## config.mk

```make
export PLATFORM = sky130hd
export DESIGN_NAME = irq_ack_decoder_flat
export DESIGN_NICKNAME = d
export VERILOG_FILES = /design/src/rtl/irq_ack_decoder_if.sv /design/src/rtl/irq_ack_decoder.sv /design/src/flat_wrapper.sv
export SDC_FILE = /design/constraint.sdc
export NUM_CORES = 1
export LEC_CHECK = 0
export BUFFER_PORTS_ARGS = -buffer_cell sky130_fd_sc_hd__buf_2
export CORE_ASPECT_RATIO = 1.75
export CORE_MARGIN = 5
export CORE_UTILIZATION = 30
export DETAILED_ROUTE_END_ITERATION = 10
export GPL_ROUTABILITY_DRIVEN = 0
export GPL_TIMING_DRIVEN = 0
export PLACE_DENSITY_LB_ADDON = 0.05
export SLEW_MARGIN = 30
export SYNTH_ARGS = -nofsm -noshare
export SYNTH_HDL_FRONTEND = slang
export SYNTH_SLANG_ARGS = --single-unit
```

## constraint.sdc

```tcl
create_clock -name clk -period 2.8 [get_ports clk]
set_input_delay 0.56 -clock clk [delete_from_list [all_inputs] [get_ports clk]]
set_output_delay 0.56 -clock clk [all_outputs]
set_load 0.01 [all_outputs]
```

## src/rtl/irq_ack_decoder_if.sv

```systemverilog
// +----------------------------------------------------------------------------+
// | irq_ack_decoder_if : encoded-request valid/ready handshake                 |
// | Revision 1.0                                                               |
// +----------------------------------------------------------------------------+
`default_nettype none

interface irq_ack_decoder_if #(
  parameter int W = 3
);
  logic         enc_valid;
  logic [W-1:0] enc_idx;
  logic [2:0]   enc_pri;
  logic         enc_ready;

  modport master (output enc_valid, output enc_idx, output enc_pri, input  enc_ready);
  modport slave  (input  enc_valid, input  enc_idx, input  enc_pri, output enc_ready);
endinterface

`default_nettype wire

```

## src/rtl/irq_ack_decoder.sv

```systemverilog
// +----------------------------------------------------------------------------+
// | irq_ack_decoder : decodes encoded IRQ into one-hot ack, tracks nesting     |
// | Revision 1.0                                                               |
// +----------------------------------------------------------------------------+
`default_nettype none

module irq_ack_decoder #(
  parameter int N     = 8,
  parameter int W     = 3,
  parameter int DEPTH = 4
) (
  input  wire logic           clk,
  input  wire logic           rst_n,
  irq_ack_decoder_if.slave    enc,
  input  wire logic           eoi,
  output logic [N-1:0]        ack,
  output logic [N-1:0]        in_service,
  output logic [2:0]          cur_pri,
  output logic                nest_full,
  output logic                nest_empty,
  output logic                err
);

  localparam int             SPW     = $clog2(DEPTH + 1);
  localparam logic [W:0]     N_EXT   = (W + 1)'(N);
  localparam logic [SPW-1:0] SP_FULL = SPW'(DEPTH);

  typedef enum logic [0:0] {
    IDLE = 1'b0,
    ACK  = 1'b1
  } state_t;

  state_t         r_state;
  state_t         w_state_nxt;
  logic [SPW-1:0] r_sp;
  logic [2:0]     r_stk_pri [DEPTH];
  logic [W-1:0]   r_stk_idx [DEPTH];
  logic [W-1:0]   r_ack_idx;
  logic [N-1:0]   r_in_service;
  logic [2:0]     r_cur_pri;
  logic           r_err;

  logic           w_ready;
  logic           w_accept;
  logic           w_bad_idx;
  logic           w_push;
  logic           w_pop;
  logic [2:0]     w_top_pri;
  logic [W-1:0]   w_top_idx;

  assign nest_full  = (r_sp == SP_FULL);
  assign nest_empty = (r_sp == '0);
  assign in_service = r_in_service;
  assign cur_pri    = r_cur_pri;
  assign err        = r_err;

  // EOI blocks acceptance so push and pop never coincide.
  assign w_ready       = (r_state == IDLE) && !nest_full && !eoi && (enc.enc_pri > r_cur_pri);
  assign enc.enc_ready = w_ready;
  assign w_accept      = enc.enc_valid && w_ready;
  assign w_bad_idx     = ({1'b0, enc.enc_idx} >= N_EXT);
  assign w_push        = w_accept && !w_bad_idx;
  assign w_pop         = eoi && !nest_empty;

  always_comb begin
    w_top_pri = '0;
    w_top_idx = '0;
    for (int e = 0; e < DEPTH; e++) begin
      if (r_sp == SPW'(e + 1)) begin
        w_top_pri = r_stk_pri[e];
        w_top_idx = r_stk_idx[e];
      end
    end
  end

  always_comb begin
    w_state_nxt = r_state;
    ack         = '0;
    case (r_state)
      IDLE: if (w_push) w_state_nxt = ACK;
      ACK: begin
        w_state_nxt = IDLE;
        for (int i = 0; i < N; i++) begin
          if (r_ack_idx == W'(i)) ack[i] = 1'b1;
        end
      end
      default: w_state_nxt = IDLE;
    endcase
  end

  always_ff @(posedge clk) begin
    if (!rst_n) begin
      r_state      <= IDLE;
      r_sp         <= '0;
      r_ack_idx    <= '0;
      r_in_service <= '0;
      r_cur_pri    <= '0;
      r_err        <= 1'b0;
      for (int e = 0; e < DEPTH; e++) begin
        r_stk_pri[e] <= '0;
        r_stk_idx[e] <= '0;
      end
    end else begin
      r_state <= w_state_nxt;
      r_err   <= (w_accept && w_bad_idx) || (eoi && nest_empty);
      if (w_pop) begin
        r_sp      <= r_sp - 1'b1;
        r_cur_pri <= w_top_pri;
        for (int i = 0; i < N; i++) begin
          if (w_top_idx == W'(i)) r_in_service[i] <= 1'b0;
        end
      end else if (w_push) begin
        // Save the interrupted level so RTI can restore it.
        for (int e = 0; e < DEPTH; e++) begin
          if (r_sp == SPW'(e)) begin
            r_stk_pri[e] <= r_cur_pri;
            r_stk_idx[e] <= enc.enc_idx;
          end
        end
        r_sp      <= r_sp + 1'b1;
        r_cur_pri <= enc.enc_pri;
        r_ack_idx <= enc.enc_idx;
        for (int i = 0; i < N; i++) begin
          if (enc.enc_idx == W'(i)) r_in_service[i] <= 1'b1;
        end
      end
    end
  end

endmodule

`default_nettype wire
```

## src/flat_wrapper.sv

```systemverilog
// flat-port wrapper written by rule: the top's interface ports become plain ports
module irq_ack_decoder_flat 
#(
  parameter int N     = 8,
  parameter int W     = 3,
  parameter int DEPTH = 4
)
  (clk, rst_n, eoi, ack, in_service, cur_pri, nest_full, nest_empty, err, enc_enc_valid, enc_enc_idx, enc_enc_pri, enc_enc_ready);
  irq_ack_decoder_if #(.W(W)) enc_i ();
  input  wire logic clk;
  input  wire logic rst_n;
  input  wire logic eoi;
  output logic [N-1:0] ack;
  output logic [N-1:0] in_service;
  output logic [2:0] cur_pri;
  output logic nest_full;
  output logic nest_empty;
  output logic err;
  input wire logic [$bits(enc_i.enc_valid)-1:0] enc_enc_valid;
  input wire logic [$bits(enc_i.enc_idx)-1:0] enc_enc_idx;
  input wire logic [$bits(enc_i.enc_pri)-1:0] enc_enc_pri;
  output wire logic [$bits(enc_i.enc_ready)-1:0] enc_enc_ready;
  assign enc_i.enc_valid = enc_enc_valid;
  assign enc_i.enc_idx = enc_enc_idx;
  assign enc_i.enc_pri = enc_enc_pri;
  assign enc_enc_ready = enc_i.enc_ready;
  irq_ack_decoder #(.N(N), .W(W), .DEPTH(DEPTH)) u_core (.clk(clk), .rst_n(rst_n), .enc(enc_i), .eoi(eoi), .ack(ack), .in_service(in_service), .cur_pri(cur_pri), .nest_full(nest_full), .nest_empty(nest_empty), .err(err));
endmodule
```

==> metrics.txt, run 1 <==
# TYPE chip_impl_metric gauge
chip_impl_metric{name="timing_worst_slew_pin_value",unit="ns"} 0.649
chip_impl_metric{name="power.density",unit="nW/µm²"} 826
chip_impl_metric{name="num-nets-final",unit=""} 291
chip_impl_metric{name="critical_path_arrival",unit="ns"} 2.08
chip_impl_metric{name="number_of_max_slew_violations_in_the_final_report",unit=""} 0
chip_impl_metric{name="worstSkewPairLatency",unit="ns"} 0.29
chip_impl_metric{name="clock-sinks",unit=""} 43
chip_impl_metric{name="mappedNetlistArea",unit="µm²"} 2380
chip_impl_metric{name="synthesized_net_count",unit=""} 256
chip_impl_metric{name="cp_data_required_time",unit="ns"} 2.24
chip_impl_metric{name="intPower",unit="mW"} 1.40
chip_impl_metric{name="final_setup_margin",unit="ns"} 0.159
chip_impl_metric{name="post_drt_wl_per_cell",unit="µm"} 21.1
chip_impl_metric{name="yosys_warnings",unit=""} 0
chip_impl_metric{name="antenna_cells_inserted",unit=""} 0
chip_impl_metric{name="detailedRoute.firstPassIterationCount",unit=""} 4
chip_impl_metric{name="share_comb_of_total_power",unit="%"} 39.5
chip_impl_metric{name="design.portCount",unit=""} 33
chip_impl_metric{name="switching_share_of_power",unit="%"} 40.0
chip_impl_info{name="synth_top_cell_by_area",value="sky130_fd_sc_hd__edfxtp_1"} 1
chip_impl_metric{name="area_of_the_core",unit="µm²"} 7860
chip_impl_metric{name="number_of_enable_flip_flop_cells_after_synthesis",unit=""} 24
chip_impl_metric{name="ys_async_sr_fraction",unit="%"} 0
chip_impl_metric{name="placed_standard_cell_area",unit="µm²"} 2640
chip_impl_metric{name="design.die.area",unit="µm²"} 9880
chip_impl_metric{name="drt-total-wl",unit="µm"} 7670
chip_impl_info{name="status",value="finished, final reports clean"} 1
chip_impl_info{name="crit_path_end_kind",value="output port"} 1
chip_impl_metric{name="post-synth-top-area-fraction",unit="%"} 30.3
chip_impl_metric{name="final_period_minus_worst_setup_slack",unit="ns"} 2.64
chip_impl_metric{name="floorplan.rows",unit=""} 43
chip_impl_metric{name="dr_vias",unit=""} 2044
chip_impl_info{name="ctsRootBufferMaster",value="sky130_fd_sc_hd__clkbuf_16"} 1
chip_impl_metric{name="slew_headroom",unit="%"} 56.4
chip_impl_metric{name="detailedRoute.firstIterationViolations",unit=""} 142
chip_impl_metric{name="number_of_antenna_violations_at_the_first_check_in_global_routing",unit=""} 0
chip_impl_metric{name="timing.setup.tns",unit="ns"} 0
chip_impl_metric{name="ir_worst_vdd",unit="µV"} 274
chip_impl_metric{name="critical_path.max_fanout",unit=""} 10
chip_impl_info{name="clock_tree_from_tritoncts",value="done"} 1
chip_impl_metric{name="fin_hold_ws",unit="ns"} 0.487
chip_impl_info{name="crit_path_category",value="flop to output port"} 1
chip_impl_metric{name="number_of_distinct_standard_cells_referenced_by_the_synthesized_netlist",unit=""} 48
chip_impl_metric{name="fillers",unit=""} 857
chip_impl_metric{name="grt_overflow",unit=""} 0
chip_impl_metric{name="flow.area_growth_from_synthesis",unit="%"} 18.3
chip_impl_info{name="yosys-top-cells-area",value="sky130_fd_sc_hd__edfxtp_1, sky130_fd_sc_hd__dfxtp_1, sky130_fd_sc_hd__and2_1"} 1
chip_impl_metric{name="grt_max_degree",unit=""} 14
chip_impl_metric{name="htreeDepth",unit=""} 2
chip_impl_metric{name="grt_use_total",unit="%"} 15.9
chip_impl_metric{name="cts.repair.resized",unit=""} 8
chip_impl_info{name="synth_ff_type",value="sky130_fd_sc_hd__edfxtp_1"} 1
chip_impl_metric{name="clkSlewWorstSetupHoldPaths",unit="ns"} 0.06
chip_impl_metric{name="number_of_buffers_created_by_cts",unit=""} 5
chip_impl_metric{name="vias_per_cell",unit=""} 5.63
chip_impl_metric{name="synth.yosys.seq_area_share",unit="%"} 46.3
chip_impl_metric{name="final_layout_size_suffix_gt1_share",unit="%"} 20.9
chip_impl_metric{name="global_route_wire_length_before_repair",unit="µm"} 12000
chip_impl_metric{name="power.net_switching",unit="mW"} 0.931
chip_impl_metric{name="power.share.sequential",unit="%"} 35.4
chip_impl_metric{name="preCtsSetupSlack",unit="ns"} -0.451
chip_impl_metric{name="finalSetupViolCount",unit=""} 0
chip_impl_metric{name="clkPwrFrac",unit="%"} 25.0
chip_impl_metric{name="die_y",unit="µm"} 128
chip_impl_metric{name="syn-mean-instance-area",unit="µm²"} 10.0
chip_impl_metric{name="yosys_register_bits",unit=""} 43
chip_impl_metric{name="place_hpwl",unit="µm"} 5780
chip_impl_metric{name="finalHoldViolCount",unit=""} 0
chip_impl_metric{name="initial_utilization",unit="%"} 30.3
chip_impl_metric{name="cap_violations",unit=""} 0
chip_impl_metric{name="post-route-period-util",unit="%"} 94.3
chip_impl_metric{name="fp.dieW",unit="µm"} 77.3
chip_impl_metric{name="drt_drc_violations_left",unit=""} 0
chip_impl_metric{name="clock_path_buffers",unit=""} 2
chip_impl_metric{name="route.antenna.remaining_nets",unit=""} 0
chip_impl_metric{name="port-buffer-count",unit=""} 29
chip_impl_info{name="synth.cells.most_frequent",value="sky130_fd_sc_hd__and2_1, sky130_fd_sc_hd__edfxtp_1, sky130_fd_sc_hd__nand2_1"} 1
chip_impl_metric{name="clock-skew-final",unit="ns"} 0.00460
chip_impl_info{name="grt_setup_unrepaired",value="no"} 1
chip_impl_info{name="holdCritPathClass",value="flop to flop"} 1
chip_impl_metric{name="power",unit="mW"} 2.33
chip_impl_metric{name="post_cts_setup_buffer_count",unit=""} 0
chip_impl_metric{name="post_cts_hold_buffer_count",unit=""} 0
chip_impl_metric{name="post_synthesis_cells",unit=""} 237
chip_impl_metric{name="fmaxAchievable",unit="MHz"} 379
chip_impl_info{name="worstSetupStartpointType",value="flop"} 1
chip_impl_metric{name="grt_pass1_vias",unit=""} 2180
chip_impl_metric{name="postLayoutCellArea",unit="µm²"} 2820
chip_impl_metric{name="cellLeakagePower",unit="nW"} 1.07
final cells by class:
type	count	area, µm²	share of cell area, %
plain buffers	14	77.6	2.75
flip-flops and latches	43	1100	39.1
well taps	90	113	4.00
multi-input cells	167	1190	42.4
repair buffers	29	145	5.15
inverters	12	45.0	1.60
clock buffers	6	129	4.58
clock inverters	2	12.5	0.444
kinds of logic after synthesis:
family | count (synthesis) | synth area share, %
compound gates | 57 | 18.2
fa+ha+maj | 9 | 4.73
mux | 1 | 0.421
buf+inv | 27 | 4.99
flops | 43 | 46.3
simple gates | 100 | 25.3
routing by layer:
metal  global-route usage [%]  vias to the layer above  routed length (µm)
met2                     28.6                       54                4160
met4                     6.98                        0                 164
li1                         -                      968                   -
met3                     2.67                       11                 221
met1                     18.0                     1011                3130
met5                        0                        -                   0
critical path: stages (launching register included):
cell	delay, ns
sky130_fd_sc_hd__dfxtp_1	0.40
sky130_fd_sc_hd__inv_2	0.09
sky130_fd_sc_hd__ha_4	0.20
sky130_fd_sc_hd__and2_1	0.17
sky130_fd_sc_hd__buf_6	0.14
sky130_fd_sc_hd__or3_4	0.36
sky130_fd_sc_hd__buf_6	0.17
sky130_fd_sc_hd__nor2_1	0.11
sky130_fd_sc_hd__buf_2	0.14
through the flow:
step | util, % | cells
3_5_place_dp | 33.6 | 356
4_1_cts | 35.5 | 364
5_1_grt | 35.9 | 363
2_1_floorplan | - | 237
3_3_place_gp | 33.6 | 356
6_report | 35.9 | 363
flip-flops by register name (all words and copies together), names as in the netlist:
register and count:
u_core.r_ack_idx 3, u_core.r_state 1, u_core.err 1, u_core.r_sp 3, u_core.r_stk_idx 12, u_core.in_service 8, u_core.cur_pri 3, u_core.r_stk_pri 12
power groups by stage:
stage | Clock (mW) | Combinational, mW | Sequential [mW]
CTS | 0.597 | 0.897 | 0.824
floorplan | 0 | 0.583 | 0.820
global route | 0.625 | 1.01 | 0.835
global placement | 0 | 0.877 | 0.836
detailed placement | 0 | 0.880 | 0.838
finish | 0.583 | 0.920 | 0.824
cell usage in the layout, fill, tap and decap left out, drive strengths merged, types with 4 or more instances in the layout:
cell type  netlist  layout
o21ai            4       4
ha               9       9
a41oi            8       8
nor3             5       5
dfxtp           19      19
a21oi            8       8
and3             8       8
inv             11      11
a221oi           4       4
and2            24      24
a311oi           7       7
nor4             5       5
clkbuf          10      16
edfxtp          24      24
buf              5      33
a31oi            6       6
nand2b           6       6
nand3b           6       6
nand2           22      22
o31ai            4       4
nor2            11      11
final timing paths:
check / startpoint / to / slack (ns) / depth (start not counted)
min reg2reg: u_core.r_ack_idx[1] / u_core.r_ack_idx[1] / 0.49 / 2
min: u_core.r_ack_idx[1] / u_core.r_ack_idx[1] / 0.49 / 2
max reg2reg: u_core.cur_pri[2] / u_core.r_stk_idx[1][0] / 0.22 / 6
max: u_core.r_sp[0] / enc_enc_ready / 0.16 / 8
No activity file was read; power rests on OpenSTA's default activity.
==> inputs of run 2 (changes only) <==
--- a/config.mk
+++ b/config.mk
@@ -7,11 +7,11 @@
 export LEC_CHECK = 0
 export BUFFER_PORTS_ARGS = -buffer_cell sky130_fd_sc_hd__buf_2
 export CORE_ASPECT_RATIO = 1.75
-export CORE_MARGIN = 5
 export CORE_UTILIZATION = 30
+export CTS_BUF_LIST = sky130_fd_sc_hd__clkbuf_8
 export DETAILED_ROUTE_END_ITERATION = 10
 export GPL_ROUTABILITY_DRIVEN = 0
-export GPL_TIMING_DRIVEN = 0
+export GPL_TIMING_DRIVEN = 1
 export PLACE_DENSITY_LB_ADDON = 0.05
 export SLEW_MARGIN = 30
 export SYNTH_ARGS = -nofsm -noshare
==> run 2 against run 1 <==
  * Critical path depth down 2
  * Register-to-register slack better by 0.22 ns
  * Global-route usage up 2.3 points
  * Routed wire length down 5.8%
  * Die area down 16%
  * Fmax down 0.43%
  * Design area down 1.1%
  * Combinational power up 2%
  * Clock power down 15%
  * Largest cell class unchanged
==> metrics.txt, run 2 (synthesis results as in run 1) <==
# TYPE chip_impl_metric gauge
chip_impl_info{name="worstHoldStart",value="u_core.r_ack_idx[1]"} 1
chip_impl_metric{name="post_cts_hold_buffer_count",unit=""} 0
chip_impl_metric{name="worstSkewPairLatency",unit="ns"} 0.31
chip_impl_metric{name="critical_path.max_fanout",unit=""} 13
chip_impl_metric{name="floorplan.rows",unit=""} 42
chip_impl_info{name="status",value="finished, final reports clean"} 1
chip_impl_metric{name="post_drt_wl_per_cell",unit="µm"} 19.9
chip_impl_metric{name="timing_worst_slew_pin_value",unit="ns"} 0.648
chip_impl_metric{name="clock-skew-final",unit="ns"} 0.00618
chip_impl_metric{name="detailedRoute.firstIterationViolations",unit=""} 98
chip_impl_info{name="crit_path_cell_trace",value="inv_1 -> ha_1 -> and2_1 -> or3_4 -> nor2_1 -> buf_2"} 1
chip_impl_metric{name="antenna_cells_inserted",unit=""} 0
chip_impl_metric{name="timing.setup.tns",unit="ns"} 0
chip_impl_info{name="rr_startpoint",value="u_core.r_sp[0]"} 1
chip_impl_metric{name="cp_data_required_time",unit="ns"} 2.24
chip_impl_metric{name="grt_overflow",unit=""} 0
chip_impl_metric{name="ir_worst_vdd",unit="µV"} 364
chip_impl_metric{name="clock_path_buffers",unit=""} 2
chip_impl_metric{name="design.die.area",unit="µm²"} 8310
chip_impl_metric{name="number_of_max_slew_violations_in_the_final_report",unit=""} 0
chip_impl_metric{name="clkPwrFrac",unit="%"} 22.2
chip_impl_metric{name="regArea",unit="µm²"} 1100
chip_impl_metric{name="num-nets-final",unit=""} 293
chip_impl_metric{name="drt_drc_violations_left",unit=""} 0
chip_impl_metric{name="slew_headroom",unit="%"} 56.8
chip_impl_metric{name="crit_path_max_incr_delay",unit="ns"} 0.50
chip_impl_metric{name="route.antenna.remaining_nets",unit=""} 0
chip_impl_metric{name="fmaxAchievable",unit="MHz"} 377
chip_impl_metric{name="power.density",unit="nW/µm²"} 805
chip_impl_metric{name="vias_per_cell",unit=""} 5.56
chip_impl_metric{name="reg2regPathDepth",unit=""} 6
chip_impl_info{name="crit_path_category",value="flop to output port"} 1
chip_impl_metric{name="port-buffer-count",unit=""} 32
chip_impl_metric{name="fp.dieW",unit="µm"} 69.3
chip_impl_metric{name="cap_violations",unit=""} 0
chip_impl_metric{name="power.net_switching",unit="mW"} 0.904
chip_impl_metric{name="number_of_antenna_violations_at_the_first_check_in_global_routing",unit=""} 0
chip_impl_metric{name="min_path_cells",unit=""} 2
chip_impl_metric{name="finalHoldViolCount",unit=""} 0
chip_impl_metric{name="grt_max_degree",unit=""} 18
chip_impl_metric{name="global_route_wire_length_before_repair",unit="µm"} 11100
chip_impl_info{name="crit_path_end_kind",value="output port"} 1
chip_impl_metric{name="finalSetupViolCount",unit=""} 0
chip_impl_metric{name="critical_path_arrival",unit="ns"} 2.09
chip_impl_metric{name="htreeDepth",unit=""} 2
chip_impl_info{name="layout.cells.most_common_list",value="sky130_fd_sc_hd__buf_2, sky130_fd_sc_hd__and2_1, sky130_fd_sc_hd__edfxtp_1"} 1
chip_impl_metric{name="intPower",unit="mW"} 1.34
chip_impl_metric{name="initial_utilization",unit="%"} 31.2
chip_impl_metric{name="fillers",unit=""} 777
chip_impl_metric{name="die_y",unit="µm"} 120
chip_impl_info{name="worst_r2r_endpoint",value="u_core.r_stk_pri[1][2]"} 1
chip_impl_metric{name="post_cts_setup_buffer_count",unit=""} 0
chip_impl_metric{name="design.portCount",unit=""} 33
chip_impl_metric{name="place_hpwl",unit="µm"} 5530
chip_impl_metric{name="drt-total-wl",unit="µm"} 7220
chip_impl_info{name="clock_tree_from_tritoncts",value="done"} 1
chip_impl_metric{name="detailedRoute.firstPassIterationCount",unit=""} 4
chip_impl_metric{name="clock-sinks",unit=""} 43
chip_impl_metric{name="dr_vias",unit=""} 2019
chip_impl_info{name="worstSetupStartpointType",value="flop"} 1
chip_impl_info{name="holdCritPathClass",value="flop to flop"} 1
chip_impl_info{name="layout_commonest_cell",value="sky130_fd_sc_hd__buf_2"} 1
chip_impl_metric{name="post-route-period-util",unit="%"} 94.7
chip_impl_metric{name="area_of_the_core",unit="µm²"} 7620
chip_impl_metric{name="grt_pass1_vias",unit=""} 2036
chip_impl_metric{name="cellLeakagePower",unit="nW"} 1.08
chip_impl_metric{name="number_of_buffers_created_by_cts",unit=""} 5
chip_impl_metric{name="regToRegSetupSlack",unit="ns"} 0.44
chip_impl_info{name="ctsRootBufferMaster",value="sky130_fd_sc_hd__clkbuf_8"} 1
chip_impl_info{name="grt_setup_unrepaired",value="no"} 1
chip_impl_metric{name="clkSlewWorstSetupHoldPaths",unit="ns"} 0.08
chip_impl_metric{name="share_comb_of_total_power",unit="%"} 41.8
chip_impl_info{name="holdPathEnd",value="u_core.r_ack_idx[1]"} 1
chip_impl_metric{name="cts.repair.resized",unit=""} 0
chip_impl_metric{name="fin_hold_ws",unit="ns"} 0.494
chip_impl_metric{name="power.share.sequential",unit="%"} 35.9
chip_impl_metric{name="multi_input_combinational_cell_area",unit="µm²"} 1160
chip_impl_info{name="crit_slowest_cell",value="sky130_fd_sc_hd__or3_4"} 1
chip_impl_metric{name="switching_share_of_power",unit="%"} 40.3
chip_impl_metric{name="final_period_minus_worst_setup_slack",unit="ns"} 2.65
chip_impl_metric{name="flow.area_growth_from_synthesis",unit="%"} 17.1
chip_impl_metric{name="grt_use_total",unit="%"} 18.1
chip_impl_metric{name="final_layout_size_suffix_gt1_share",unit="%"} 21.8
==> run 2: how the worst max path moves through the flow <==
| stage | from | to | slack, ns | cells past startpoint |
|---|---|---|---|---|
| 3_3_place_gp | enc_enc_pri[2] | u_core.r_stk_idx[0][0] | 0.38 | 7 |
| 6_report | u_core.r_sp[0] | enc_enc_ready | 0.15 | 6 |
| 3_5_place_dp | enc_enc_pri[2] | u_core.r_stk_idx[0][1] | 0.31 | 7 |
| 4_1_cts | u_core.r_sp[0] | enc_enc_ready | 0.14 | 6 |
| 2_1_floorplan | enc_enc_pri[2] | u_core.r_stk_idx[1][0] | 0.39 | 5 |
| 5_1_grt | u_core.r_sp[0] | enc_enc_ready | 0.04 | 6 |
==> run 2: final cells by class <==
type / count / share of cell area [%]
multi-input combinational: 167 / 41.6
inverter: 12 / 1.62
clock inverter: 3 / 1.57
tap: 88 / 3.95
clock buffer: 5 / 2.47
timing repair buffer: 45 / 9.25
sequential: 43 / 39.5
==> run 2: metal layers <==
metal	global-route usage [%]	wire, µm
met5	0	0
met4	7.40	162
met3	2.85	229
met2	35.3	4150
met1	18.7	2680
==> run 2: through the flow <==
step	instance area, µm²	util, %	std cells	setup WS, ns	total power, mW
2_1_floorplan	2380	-	237	0.390	1.40
3_3_place_gp	2670	35.1	355	0.378	1.77
3_5_place_dp	2670	35.1	355	0.312	1.76
4_1_cts	2790	36.6	363	0.138	2.27
5_1_grt	2790	36.6	363	0.0432	2.38
6_report	2790	36.6	363	0.148	2.24
==> run 2: power by group through the flow <==
stage,Clock (mW),Sequential (mW),Combinational [mW]
finish,0.498,0.806,0.938
global route,0.538,0.818,1.02
CTS,0.517,0.809,0.943
detailed placement,0,0.823,0.940
global placement,0,0.821,0.950
floorplan,0,0.820,0.583
==> run 2: worst max-delay path, delay by kind of cell, from the launching register on <==
family	cells	cell delay, ns
DFF	1	0.38
adders and majority gates	1	0.22
buffers and inverters	2	0.25
and+or+nand+nor	3	0.93
==> inputs of run 3 (changes only) <==
--- a/config.mk
+++ b/config.mk
@@ -5,7 +5,7 @@
 export SDC_FILE = /design/constraint.sdc
 export NUM_CORES = 1
 export LEC_CHECK = 0
-export BUFFER_PORTS_ARGS = -buffer_cell sky130_fd_sc_hd__buf_2
+export BUFFER_PORTS_ARGS = -buffer_cell sky130_fd_sc_hd__buf_4
 export CORE_ASPECT_RATIO = 1.75
 export CORE_UTILIZATION = 30
 export CTS_BUF_LIST = sky130_fd_sc_hd__clkbuf_8
==> run 3 against run 2 <==
  * Global-route usage increased by 1.0 points
  * Via count grew 2.8%
  * Register-to-register slack worse by 0.06 ns
  * Largest power group unchanged
==> metrics.txt, run 3 (synthesis results as in run 1) <==
# TYPE chip_impl_metric gauge
chip_impl_metric{name="grt_pass1_vias",unit=""} 2029
chip_impl_metric{name="min_path_cells",unit=""} 2
chip_impl_metric{name="timing.setup.tns",unit="ns"} 0
chip_impl_metric{name="timing_worst_slew_pin_value",unit="ns"} 0.663
chip_impl_metric{name="flow.area_growth_from_synthesis",unit="%"} 20.2
chip_impl_metric{name="drt-total-wl",unit="µm"} 7730
chip_impl_metric{name="multi_input_combinational_cell_area",unit="µm²"} 1170
chip_impl_metric{name="critical_path.max_fanout",unit=""} 13
chip_impl_metric{name="critical_path_arrival",unit="ns"} 2.05
chip_impl_metric{name="number_of_buffers_created_by_cts",unit=""} 5
chip_impl_info{name="worst_r2r_endpoint",value="u_core.r_stk_pri[3][1]"} 1
chip_impl_metric{name="post-route-period-util",unit="%"} 93.2
chip_impl_metric{name="grt_overflow",unit=""} 0
chip_impl_info{name="layout_commonest_cell",value="sky130_fd_sc_hd__buf_4"} 1
chip_impl_metric{name="finalSetupViolCount",unit=""} 0
chip_impl_metric{name="cellLeakagePower",unit="nW"} 1.09
chip_impl_metric{name="fillers",unit=""} 773
chip_impl_metric{name="global_route_wire_length_before_repair",unit="µm"} 11600
chip_impl_metric{name="route.antenna.remaining_nets",unit=""} 0
chip_impl_metric{name="cap_violations",unit=""} 0
chip_impl_info{name="status",value="finished, final reports clean"} 1
chip_impl_info{name="crit_path_end_kind",value="output port"} 1
chip_impl_info{name="crit_path_category",value="flop to output port"} 1
chip_impl_metric{name="ir_worst_vdd",unit="µV"} 410
chip_impl_info{name="holdCritPathClass",value="flop to flop"} 1
chip_impl_metric{name="final_period_minus_worst_setup_slack",unit="ns"} 2.61
chip_impl_metric{name="port-buffer-count",unit=""} 32
chip_impl_metric{name="die_y",unit="µm"} 120
chip_impl_metric{name="design.portCount",unit=""} 33
chip_impl_info{name="grt_setup_unrepaired",value="no"} 1
chip_impl_metric{name="vias_per_cell",unit=""} 5.73
chip_impl_metric{name="post_cts_setup_buffer_count",unit=""} 0
chip_impl_info{name="layout.cells.most_common_list",value="sky130_fd_sc_hd__buf_4, sky130_fd_sc_hd__edfxtp_1, sky130_fd_sc_hd__and2_1"} 1
chip_impl_metric{name="floorplan.rows",unit=""} 42
chip_impl_metric{name="post_drt_wl_per_cell",unit="µm"} 21.4
chip_impl_metric{name="number_of_antenna_violations_at_the_first_check_in_global_routing",unit=""} 0
chip_impl_metric{name="crit_path_max_incr_delay",unit="ns"} 0.46
chip_impl_metric{name="dr_vias",unit=""} 2076
chip_impl_metric{name="post-route-util",unit="%"} 37.5
chip_impl_metric{name="detailedRoute.firstPassIterationCount",unit=""} 4
chip_impl_metric{name="detailedRoute.firstIterationViolations",unit=""} 124
chip_impl_metric{name="fmaxAchievable",unit="MHz"} 383
chip_impl_metric{name="initial_utilization",unit="%"} 31.2
chip_impl_metric{name="clock_path_buffers",unit=""} 2
chip_impl_metric{name="final_setup_margin",unit="ns"} 0.191
chip_impl_info{name="ctsRootBufferMaster",value="sky130_fd_sc_hd__clkbuf_8"} 1
chip_impl_metric{name="number_of_max_slew_violations_in_the_final_report",unit=""} 0
chip_impl_info{name="rr_startpoint",value="u_core.cur_pri[2]"} 1
chip_impl_metric{name="cp_data_required_time",unit="ns"} 2.24
chip_impl_metric{name="finalHoldViolCount",unit=""} 0
chip_impl_metric{name="worstSkewPairLatency",unit="ns"} 0.31
chip_impl_metric{name="preCtsSetupSlack",unit="ns"} 0.223
chip_impl_metric{name="slew_headroom",unit="%"} 55.8
chip_impl_metric{name="grt_max_degree",unit=""} 18
chip_impl_metric{name="final_layout_size_suffix_gt1_share",unit="%"} 22.3
chip_impl_metric{name="area_of_the_core",unit="µm²"} 7620
chip_impl_metric{name="antenna_cells_inserted",unit=""} 0
chip_impl_metric{name="reg2regPathDepth",unit=""} 7
chip_impl_metric{name="fin_hold_ws",unit="ns"} 0.490
chip_impl_metric{name="fp.dieW",unit="µm"} 69.3
chip_impl_info{name="clock_tree_from_tritoncts",value="done"} 1
chip_impl_metric{name="design.die.area",unit="µm²"} 8310
chip_impl_metric{name="regArea",unit="µm²"} 1100
chip_impl_metric{name="power",unit="mW"} 2.28
chip_impl_metric{name="num-nets-final",unit=""} 292
chip_impl_metric{name="clock-sinks",unit=""} 43
chip_impl_metric{name="clock-skew-final",unit="ns"} 0.00816
chip_impl_metric{name="htreeDepth",unit=""} 2
chip_impl_metric{name="grt_use_total",unit="%"} 19.1
chip_impl_info{name="worstHoldStart",value="u_core.r_ack_idx[1]"} 1
chip_impl_metric{name="power.density",unit="nW/µm²"} 797
chip_impl_metric{name="place_hpwl",unit="µm"} 5720
chip_impl_info{name="crit_path_cell_trace",value="inv_1 -> ha_2 -> and2_4 -> or3_4 -> nor2_1 -> buf_4"} 1
chip_impl_metric{name="regToRegSetupSlack",unit="ns"} 0.38
chip_impl_metric{name="clkSlewWorstSetupHoldPaths",unit="ns"} 0.08
chip_impl_metric{name="drt_drc_violations_left",unit=""} 0
chip_impl_info{name="crit_slowest_cell",value="sky130_fd_sc_hd__or3_4"} 1
chip_impl_info{name="worstSetupStartpointType",value="flop"} 1
chip_impl_info{name="holdPathEnd",value="u_core.r_ack_idx[1]"} 1
## run 3: critical path: cells and delay by family (launching register included)
| family | cells | cell delay [ns] |
|---|---|---|
| adder cells (fa/ha/maj) | 1 | 0.26 |
| buffers and inverters | 2 | 0.24 |
| flip-flops | 1 | 0.40 |
| AND/OR/NAND/NOR | 3 | 0.84 |
## run 3: timing repair
action,in CTS,in global routing
hold buffers,0,0
gates resized for setup,3,1
setup endpoints to repair,1,1
## run 3: how the worst max path moves through the flow
stage	start	end	slack, ns	cells past startpoint
after floorplan	enc_enc_pri[2]	u_core.r_stk_idx[1][0]	0.39	5
after global placement	enc_enc_pri[2]	enc_enc_ready	0.23	6
after detailed placement	enc_enc_pri[2]	enc_enc_ready	0.22	6
after CTS	u_core.r_sp[0]	enc_enc_ready	0.07	6
after global routing	u_core.cur_pri[2]	enc_enc_ready	0.05	6
final	u_core.r_sp[0]	enc_enc_ready	0.19	6
## run 3: stage by stage
stage / cell area (µm²) / cells
detailed placement: 2750 / 354
CTS: 2860 / 362
finish: 2860 / 362
global placement: 2750 / 354
global route: 2860 / 362
floorplan: 2380 / 237
## run 3: metal layers
metal	vias up	GRT usage (%)	routed length [µm]
li1	973	-	-
met1	1022	21.2	2890
met2	66	34.9	4240
met3	15	2.85	362
met4	0	9.44	246
met5	-	0	0
## run 3: where the power goes
group | switching (mW) | total [mW] | internal, mW
Clock | 0.220 | 0.481 | 0.261
Sequential | 0.0598 | 0.810 | 0.750
Combinational | 0.639 | 0.987 | 0.348
Total | 0.919 | 2.28 | 1.36
## run 3: cell type report
class,instances,share of cell area (%)
well taps,88,3.85
multi-input cells,167,40.8
clock buffers,5,2.41
clock inverters,3,1.36
flip-flops and latches,43,38.5
repair buffers,44,11.5
inverters,12,1.57
